## src/rtl/cpu7_backend.sv

```systemverilog
// cpu7_backend: EX/MEM/WB back end of a 3-stage RISC-style pipeline with forwarding, load-use and memory-wait stalls.
// Ports: i_clk/i_reset (async, active-high); EX-slot decode inputs i_*_e; o_stall/o_redirect/o_pcnext_e
// back to the front end; o_dmem_* request from MEM with i_dmem_rdata/i_dmem_ready completing it.
module cpu7_backend #(
  parameter int XLEN = 32,
  parameter int NREGS = 32,
  localparam int RFIDX = $clog2(NREGS)
) (
  input  logic             i_clk,
  input  logic             i_reset,
  input  logic             i_valid_e,
  input  logic [XLEN-1:0]  i_pc_e,
  input  logic [RFIDX-1:0] i_rs1idx_e,
  input  logic [RFIDX-1:0] i_rs2idx_e,
  input  logic [RFIDX-1:0] i_rdidx_e,
  input  logic [XLEN-1:0]  i_imm_e,
  input  logic [3:0]       i_alucontrol_e,
  input  logic             i_alusrc_e,
  input  logic [2:0]       i_branchtype_e,
  input  logic             i_memwrite_e,
  input  logic             i_memtoreg_e,
  input  logic             i_regwrite_e,
  input  logic             i_jump_e,
  output logic             o_stall,
  output logic             o_redirect,
  output logic [XLEN-1:0]  o_pcnext_e,
  output logic             o_dmem_req,
  output logic             o_dmem_we,
  output logic [XLEN-1:0]  o_dmem_addr,
  output logic [XLEN-1:0]  o_dmem_wdata,
  input  logic [XLEN-1:0]  i_dmem_rdata,
  input  logic             i_dmem_ready
);
  localparam int SH = $clog2(XLEN);
  logic [XLEN-1:0] r_rf [NREGS];
  logic r_mem_valid, r_mem_load, r_mem_store, r_mem_rw;
  logic [RFIDX-1:0] r_mem_rd;
  logic [XLEN-1:0] r_mem_alu, r_mem_res, r_mem_wd;
  logic r_wb_valid, r_wb_rw;
  logic [RFIDX-1:0] r_wb_rd;
  logic [XLEN-1:0] r_wb_data;
  logic [XLEN-1:0] w_a, w_rs2, w_b, w_alu, w_pc4;
  logic [SH-1:0] w_sh;
  logic w_taken, w_wait, w_lu;
  // Loads in MEM have no data yet, so they are never a forwarding source; WB also covers same-cycle write/read.
  function automatic logic [XLEN-1:0] fwd(input logic [RFIDX-1:0] idx);
    return (idx == '0) ? '0 :
           (r_mem_valid && r_mem_rw && !r_mem_load && r_mem_rd == idx) ? r_mem_res :
           (r_wb_valid && r_wb_rw && r_wb_rd == idx) ? r_wb_data : r_rf[idx];
  endfunction
  assign w_a = fwd(i_rs1idx_e);
  assign w_rs2 = fwd(i_rs2idx_e);
  assign w_b = i_alusrc_e ? i_imm_e : w_rs2;
  assign w_sh = w_b[SH-1:0];
  assign w_pc4 = i_pc_e + XLEN'(4);
  always_comb begin
    case (i_alucontrol_e)
      4'd1: w_alu = w_a - w_b;
      4'd2: w_alu = w_a & w_b;
      4'd3: w_alu = w_a | w_b;
      4'd4: w_alu = w_a ^ w_b;
      4'd5: w_alu = {{(XLEN-1){1'b0}}, $signed(w_a) < $signed(w_b)};
      4'd6: w_alu = {{(XLEN-1){1'b0}}, w_a < w_b};
      4'd7: w_alu = w_a << w_sh;
      4'd8: w_alu = w_a >> w_sh;
      4'd9: w_alu = XLEN'($signed(w_a) >>> w_sh);
      default: w_alu = w_a + w_b;
    endcase
  end
  always_comb begin
    case (i_branchtype_e)
      3'd1: w_taken = w_a == w_rs2;
      3'd2: w_taken = w_a != w_rs2;
      3'd3: w_taken = $signed(w_a) < $signed(w_rs2);
      3'd4: w_taken = $signed(w_a) >= $signed(w_rs2);
      3'd5: w_taken = w_a < w_rs2;
      3'd6: w_taken = w_a >= w_rs2;
      default: w_taken = 1'b0;
    endcase
  end
  assign w_wait = r_mem_valid & (r_mem_load | r_mem_store) & ~i_dmem_ready;
  assign w_lu = i_valid_e & r_mem_valid & r_mem_load & (r_mem_rd != '0) &
                ((r_mem_rd == i_rs1idx_e) | (r_mem_rd == i_rs2idx_e));
  assign o_stall = ~i_reset & (w_wait | w_lu);
  assign o_redirect = ~i_reset & i_valid_e & ~o_stall & (i_jump_e | w_taken);
  assign o_pcnext_e = !o_redirect ? w_pc4 : i_jump_e ? ((w_a + i_imm_e) & ~XLEN'(1)) : i_pc_e + i_imm_e;
  assign o_dmem_req = r_mem_valid & (r_mem_load | r_mem_store);
  assign o_dmem_we = r_mem_valid & r_mem_store;
  assign o_dmem_addr = r_mem_alu;
  assign o_dmem_wdata = r_mem_wd;
  always_ff @(posedge i_clk or posedge i_reset) begin
    if (i_reset) begin
      for (int i = 0; i < NREGS; i++) r_rf[i] <= '0;
      {r_mem_valid, r_mem_load, r_mem_store, r_mem_rw} <= '0;
      r_mem_rd <= '0;
      r_mem_alu <= '0;
      r_mem_res <= '0;
      r_mem_wd <= '0;
      {r_wb_valid, r_wb_rw} <= '0;
      r_wb_rd <= '0;
      r_wb_data <= '0;
    end else begin
      if (w_wait) begin
        r_wb_valid <= 1'b0;
      end else begin
        r_wb_valid <= r_mem_valid;
        r_wb_rw <= r_mem_rw;
        r_wb_rd <= r_mem_rd;
        r_wb_data <= r_mem_load ? i_dmem_rdata : r_mem_res;
        r_mem_valid <= i_valid_e & ~w_lu;
        r_mem_load <= i_memtoreg_e;
        r_mem_store <= i_memwrite_e;
        r_mem_rw <= i_regwrite_e & ~i_memwrite_e & (i_rdidx_e != '0);
        r_mem_rd <= i_rdidx_e;
        r_mem_alu <= w_alu;
        r_mem_res <= i_jump_e ? w_pc4 : w_alu;
        r_mem_wd <= w_rs2;
      end
      if (r_wb_valid && r_wb_rw) r_rf[r_wb_rd] <= r_wb_data;
    end
  end
endmodule

```

## config.mk

```make
export PLATFORM = sky130hd
export DESIGN_NAME = cpu7_backend
export DESIGN_NICKNAME = d
export VERILOG_FILES = /design/src/rtl/cpu7_backend.sv
export SDC_FILE = /design/constraint.sdc
export NUM_CORES = 2
export LEC_CHECK = 0
export ABC_AREA = 0
export BUFFER_PORTS_ARGS = -buffer_cell sky130_fd_sc_hd__buf_2
export CORE_ASPECT_RATIO = 1.5
export CORE_MARGIN = 3
export CORE_UTILIZATION = 40
export CTS_CLUSTER_SIZE = 12
export DETAILED_ROUTE_END_ITERATION = 6
export PLACE_DENSITY = 0.54
export SYNTH_ARGS = -nofsm -noshare
export SYNTH_HDL_FRONTEND = slang
export SYNTH_SLANG_ARGS = --single-unit
```

## constraint.sdc

```tcl
create_clock -name i_clk -period 101 [get_ports i_clk]
set_input_delay 20.2 -clock i_clk [delete_from_list [all_inputs] [get_ports i_clk]]
set_output_delay 20.2 -clock i_clk [all_outputs]
set_load 0.05 [all_outputs]
```

# == Word level (Yosys, flattened, before mapping) ==
# Index checks and enable logic that the tools add are counted.
# classes
addsub,5
bitwise,29
eq_ne,21
n_mux,23
n_mul,0
n_shift,3
n_reduce_logical,13
n_lt_le_gt_ge,10
div_mod_pow,0
# ops
cell,n
$bwmux W1024,1
$mux W32,16
$bmux W32 S5,2
$pmux W32 S9,1
$demux W32 S5,1
$lt A32 B32 Y1,4
$add A32 B32 Y32,3
$ge A32 B32 Y1,2
$add A32 B3 Y32 const B,1
$and A32 B32 Y32,1
$eq A32 B32 Y1,1
$ne A32 B32 Y1,1
$or A32 B32 Y32,1
$shl A32 B5 Y32,1
$shr A32 B5 Y32,1
$sshr A32 B5 Y32,1
$sub A32 B32 Y32,1
$xor A32 B32 Y32,1
$eq A5 B5 Y1,4
$ge A6 B6 Y1 const B,3
$not A5 Y6,3
$eq A4 B3 Y1 const B,4
$and A1 B1 Y1,14
$logic_not A5 Y1,2
14 further kinds,34
# totals
reg_bits,1168
rom_bits,0
output_inout_bits,100
ram_bits,0
memories,0
elab_cells,148
latchBits,0

# == Depth between registers and ports, before layout ==
# depth
word_depth,12
ltp_mapped,30
ltp_nobuf,23

# == Least setup slack after synthesis ==
# No wires, ideal clock.
# synth_path
kind,input -> output
startpoint,in i_rs2idx_e[1]
endpoint,out o_pcnext_e[22]
t_arrival_ns,26.802
cell_stages,28
setup_slack_ns,53.998
path_buffers,8
required_time_ns,80.800
path_cell_list,buf_2 -> buf_2 -> buf_2 -> buf_2 -> clkbuf_1 -> clkbuf_1 -> buf_1 -> mux4_2 -> mux4_2 -> mux2i_1 -> nand2_1 -> o21ai_0 -> o21ai_0 -> nand2_1 -> ha_1 -> a21o_1 -> a21o_1 -> a21oi_1 -> o21ai_0 -> a21oi_1 -> o211ai_1 -> a21oi_1 -> o21a_1 -> or4b_2 -> a21o_1 -> a311oi_4 -> buf_4 -> mux2i_1
# synth_between
elab_chain_len,12
word_cells_on_any_way,28
classes_between,order compare: 4; eq/ne: 4; mux: 8; bitwise: 9; reduce/logical: 3
# synth_lines
element,line_no,text
start: declaration,14,"input logic [RFIDX-1:0] i_rs2idx_e,"
$not A5 Y6 (not written as such),49,(r_wb_valid && r_wb_rw && r_wb_rd == idx) ? r_wb_data : r_rf[idx];
$bmux W32 S5,49,
$mux W32 (not written as such) (2 in series),49,
$mux W32,49,
$mux W32,48,(r_mem_valid && r_mem_rw && !r_mem_load && r_mem_rd == idx) ? r_mem_res :
$mux W32,47,return (idx == '0) ? '0 :
$ge A32 B32 Y1 (tied with other cells),77,3'd6: w_taken = w_a >= w_rs2;
$pmux W1 S6,71,case (i_branchtype_e)
$or A1 B1 Y1,85,assign o_redirect = ~i_reset & i_valid_e & ~o_stall & (i_jump_e | w_taken);
$and A1 B1 Y1 (*),85,
via o_redirect,25,"output logic o_redirect,"
$mux W32 (*),86,assign o_pcnext_e = !o_redirect ? w_pc4 : i_jump_e ? ((w_a + i_imm_e) & ~XLEN'(1)) : i_pc_e + i_imm_e;
end: declaration,26,"output logic [XLEN-1:0] o_pcnext_e,"
# Mark *: on every way through the listed nets, which the timed path passes. The rest lies on a longest branch. The select of a mux whose other input is x is not followed.

# == Worst setup path in the final report ==
# layout_path
startpoint,in i_rs1idx_e[0]
endpoint,out o_pcnext_e[3]
# layout_between
elab_chain_len,12
word_cells_on_any_way,30
classes_between,add/sub: 1; order compare: 4; eq/ne: 4; mux: 9; bitwise: 9; reduce/logical: 3
# layout_lines
element,line_no,text
start: declaration,13,"input logic [RFIDX-1:0] i_rs1idx_e,"
$not A5 Y6 (not written as such),49,
$bmux W32 S5,49,
$mux W32 (not written as such) (2 in series),49,
$mux W32,49,
$mux W32,48,
$mux W32,47,
$ge A32 B32 Y1 (tied with other cells),77,
$pmux W1 S6,71,
$or A1 B1 Y1,85,
$and A1 B1 Y1,85,
$mux W32 (*),86,
# Mark *: on every way between the ends. The rest lies on a longest branch, timed or not. The select of a mux whose other input is x is not followed.

==> out/results.txt <==
The setup slack on the worst flop-to-flop path is 91.28 ns. The tightest min-delay check is of the reg2reg type. Sorting the synthesized cells by how often they occur yields 1,168 x dfrtp_1, 1,002 x mux2_2, 539 x nand2_1.

In this run, synthesis produced a sequential element count of 1,168. The launch instance of the worst min-delay path is o_dmem_addr[27]. The critical path required time came out at 80.80 ns.

The count of nets left with antenna violations once routing finished came out at 0. At the worst endpoint, the arrival time is 29.45 ns. Yosys attributes the largest share of cell area to dfrtp_1 39%, mux4_2 15%, mux2_2 15%, mux2i_1 3.6%, ha_1 3.2%.

STA classifies the critical path endpoint as a primary output. The top-level port count was 227. The remaining design rule violation count came out at 1. The per-cell routed wire length was 37.5 um.

The number of maximum-capacitance violations was 0; the areal power density over the cells was 19.3 mW/mm^2. In this run the post-CTS setup repair buffer count came out at 0. The die covers 0.194 mm^2. Of the cells placed in the final design, the portion with a size suffix greater than 1 is 33.0%. The run gives 0.187 mm^2 as the placeable core region. In this run the critical register-to-register path is captured at o_dmem_addr[24]. The logs give 7 for the number of iterations in the first detailed-routing pass and 51.30 ns for the worst setup slack before clock tree synthesis. Initial antenna violation count: 39. The flow ran to the end, but the final reports show violations.

The tools report the clock root buffer as clkbuf_16. The instance count along the most critical hold path is 2. TritonCTS built the clock tree. Synthesis instantiated 93 different standard cells from the library.

Setup total negative slack on the finished layout was measured at 0 ns. The HPWL reported at the end of detailed placement came out at 233,000 um. The Yosys step of the flow raised 0 warnings.

The H-tree was split into 3 levels. The logs give 4.36% for the relative slew slack and 0 for the number of slew-limit violations in the final report. The sequential fraction of the synthesis area is 38.7%, and the total routing usage reported by global routing is 34.5%.

In this run the static leakage power is 37.4 nW. Based on the critical path, the design can be clocked at up to 20.1 MHz. The clock drives 1,168 sinks. Hold repair after CTS inserted 0 buffers. Entering global routing, the biggest net connects 186 pins.

The number of rows in the core area was 194. Counting flops with an async set or reset pin after synthesis yields a share of 100%. After detailed placement, the total cell area comes to 0.0791 mm^2. The y dimension of the die was 538 um. The worst-skew pair later-pin latency is 0.77 ns. The most area-hungry cell type in the Yosys netlist is dfrtp_1.

Dividing the detail-routed via count by the number of cells gives 6.59. In this run the worst path has a maximum fanout of 42. Count of cells along the worst register-to-register path: 26. The post-synth design cell area is 0.0754 mm^2. The critical path in this run is classified as in2out.

At the pin with the least slew margin, the transition time is 1.42 ns. The smallest clock period supported by the final layout is computed as 49.65 ns. After technology mapping, the gate count stands at 6,562. The worst path uses 49.2% of the clock period. When the netlist entered floorplanning its net count stood at 6,883. Buffers placed on the I/O ports in this run total 226.

Across all hold checks on the routed design, the worst slack comes to 0.466 ns. Across the routed clock network, the largest skew measured is 0.0457 ns. The congestion estimate from routability-driven global placement came to 1.04. The first-pass GRT wire length came out at 476,000 um.

The floorplan step set the die width to 361 um. The post-cts gate resize count was 0; the cell area after layout was 0.0827 mm^2. The logs give 17,600 for the fill cell instance count of the final layout and 0.00160 W for the total power. In the final design database the tool counted 6,854 nets. After the first detailed-routing iteration, the DRC count stood at 6,065. Reg-to-reg critical path startpoint: r_mem_load. Kind of start point of the critical path: a primary input. Total setup violations reported at the end of the flow: 0. The tools report the via count of the first global-routing pass as 60,000.

For this configuration, the core starts out at a cell density of 40.4%. In this run, synthesis inferred 0 flip-flops with an integrated enable. In this run the deepest clock path goes through 3 buffers.

The final reports fail on design-rule violations. Summed over all layers, the global routing overflow is 0. Each instance of the synthesized netlist takes up on average 11.5 um^2. The worst-case IR drop observed on VDD is 0.0160 mV. The hold violation count in the final report was 0.

The routed layout has 59,800 vias. Setup repair after global routing left no endpoint under its margin. The number of clock buffers added by TritonCTS is 116. dfrtp_1 is the most common cell in the netlist.

The portion of synthesized cell area occupied by the leading cell type was 38.7%; the clock-pin slew on the worst setup and hold paths was 0.06 ns. The total wirelength of the detailed-routed design was 340,000 um. For hold timing, the worst endpoint is o_dmem_addr[27]. In the post-route analysis, the smallest setup slack over all paths is 51.35 ns. The top flip-flop cell by instance count after synthesis was dfrtp_1. From synthesis to final layout, the design area changed by 9.69%.
==> flip-flops by register name, summed over array words and instances, names as in the netlist, 5 cells and up <==
name	count
r_mem_rd	5
r_wb_rd	5
r_rf	1024
r_mem_res	32
o_dmem_wdata	32
r_wb_data	32
o_dmem_addr	32
==> critical path, stage by stage <==
cell and delay [ns]:
buf_8 0.36, buf_4 0.70, buf_4 0.74, buf_4 0.71, mux4_2 0.59, a22o_1 0.26
a2111o_1 0.35, a31oi_1 0.61, a211o_1 0.42, inv_1 0.21, ha_1 0.34, nand3_1 0.11
nor4_1 0.89, nand4_1 0.24, o21a_1 0.28, or4b_2 0.63, a21o_1 0.23, a311oi_4 0.24
buf_4 0.50, mux2_2 0.40, buf_2 0.21
==> layout by cell type (no fill, tap or decap), drive strengths merged, types with 28 or more instances in the layout <==
cell,netlist,final
o211ai,33,33
nand2,539,539
nand2b,33,33
ha,190,190
mux4,504,504
o21ai,366,366
nor2b,30,30
a22o,35,35
nand3,109,109
inv,118,120
a22oi,69,69
mux2i,271,271
a221oi,29,29
a31oi,49,49
and3,52,52
xor2,49,49
o21a,55,55
nor3,91,91
a21o,59,59
xnor2,69,69
a21oi,284,284
dfrtp,1168,1168
nor2,299,299
diode,0,28
o22ai,44,44
nand4,31,31
buf,163,421
clkbuf,405,164
a211oi,55,55
mux2,1003,1003
==> layout make-up <==
cell class / count / area, um^2 / area share, %
Antenna cell: 28 / 70.1 / 0.0847
Clock buffer: 164 / 3300 / 3.99
Clock inverter: 19 / 273 / 0.330
Inverter: 120 / 458 / 0.553
Multi-Input combinational cell: 4706 / 43600 / 52.7
Sequential cell: 1168 / 29200 / 35.3
Tap cell: 2450 / 3070 / 3.70
Timing Repair Buffer: 421 / 2740 / 3.31
==> through the flow <==
stage                     instances  util (%)
final                          9076      44.3
after global routing           9069      44.3
after CTS                      9048      44.2
after detailed placement       8865      42.3
after global placement         8865      42.3
after floorplan                6562         -
==> routing by layer <==
| layer | track usage [%] | part of all wire [%] |
|---|---|---|
| met4 | 25.0 | 8.8 |
| met5 | 0 | 0.026 |
| met2 | 58.3 | 48 |
| met3 | 6.52 | 6.5 |
| met1 | 39.4 | 36 |
==> worst max path at each step <==
stage	start	to	slack, ns
detailed placement	i_rs1idx_e[0]	o_pcnext_e[3]	51.30
CTS	i_rs1idx_e[0]	o_pcnext_e[3]	51.28
finish	i_rs1idx_e[0]	o_pcnext_e[3]	51.35
global route	i_rs1idx_e[0]	o_pcnext_e[10]	50.96
floorplan	i_reset	o_dmem_addr[0]	47.90
global placement	i_rs1idx_e[0]	o_pcnext_e[0]	51.46
==> power by group <==
| group | total, W | internal [W] | switching, W |
|---|---|---|---|
| sequential | 0.000642 | 0.000558 | 0.0000843 |
| clock | 0.000430 | 0.000233 | 0.000197 |
| combinational | 0.000523 | 0.000214 | 0.000309 |
| total | 0.00160 | 0.00100 | 0.000591 |
==> cells by family (layout without fill, tap and decap cells) <==
logic type      Yosys count  in the layout  share of synthesized area [%]
mux                    1778           1778                           33.6
compound gates         1315           1315                           11.3
simple gates           1301           1301                           7.81
flops                  1168           1168                           38.7
buf+inv                 688            724                           3.83
fa+ha+maj               194            194                           3.26
xor+xnor                118            118                           1.37
other cells               0             28                              0
No activity file was read; power rests on OpenSTA's default activity.
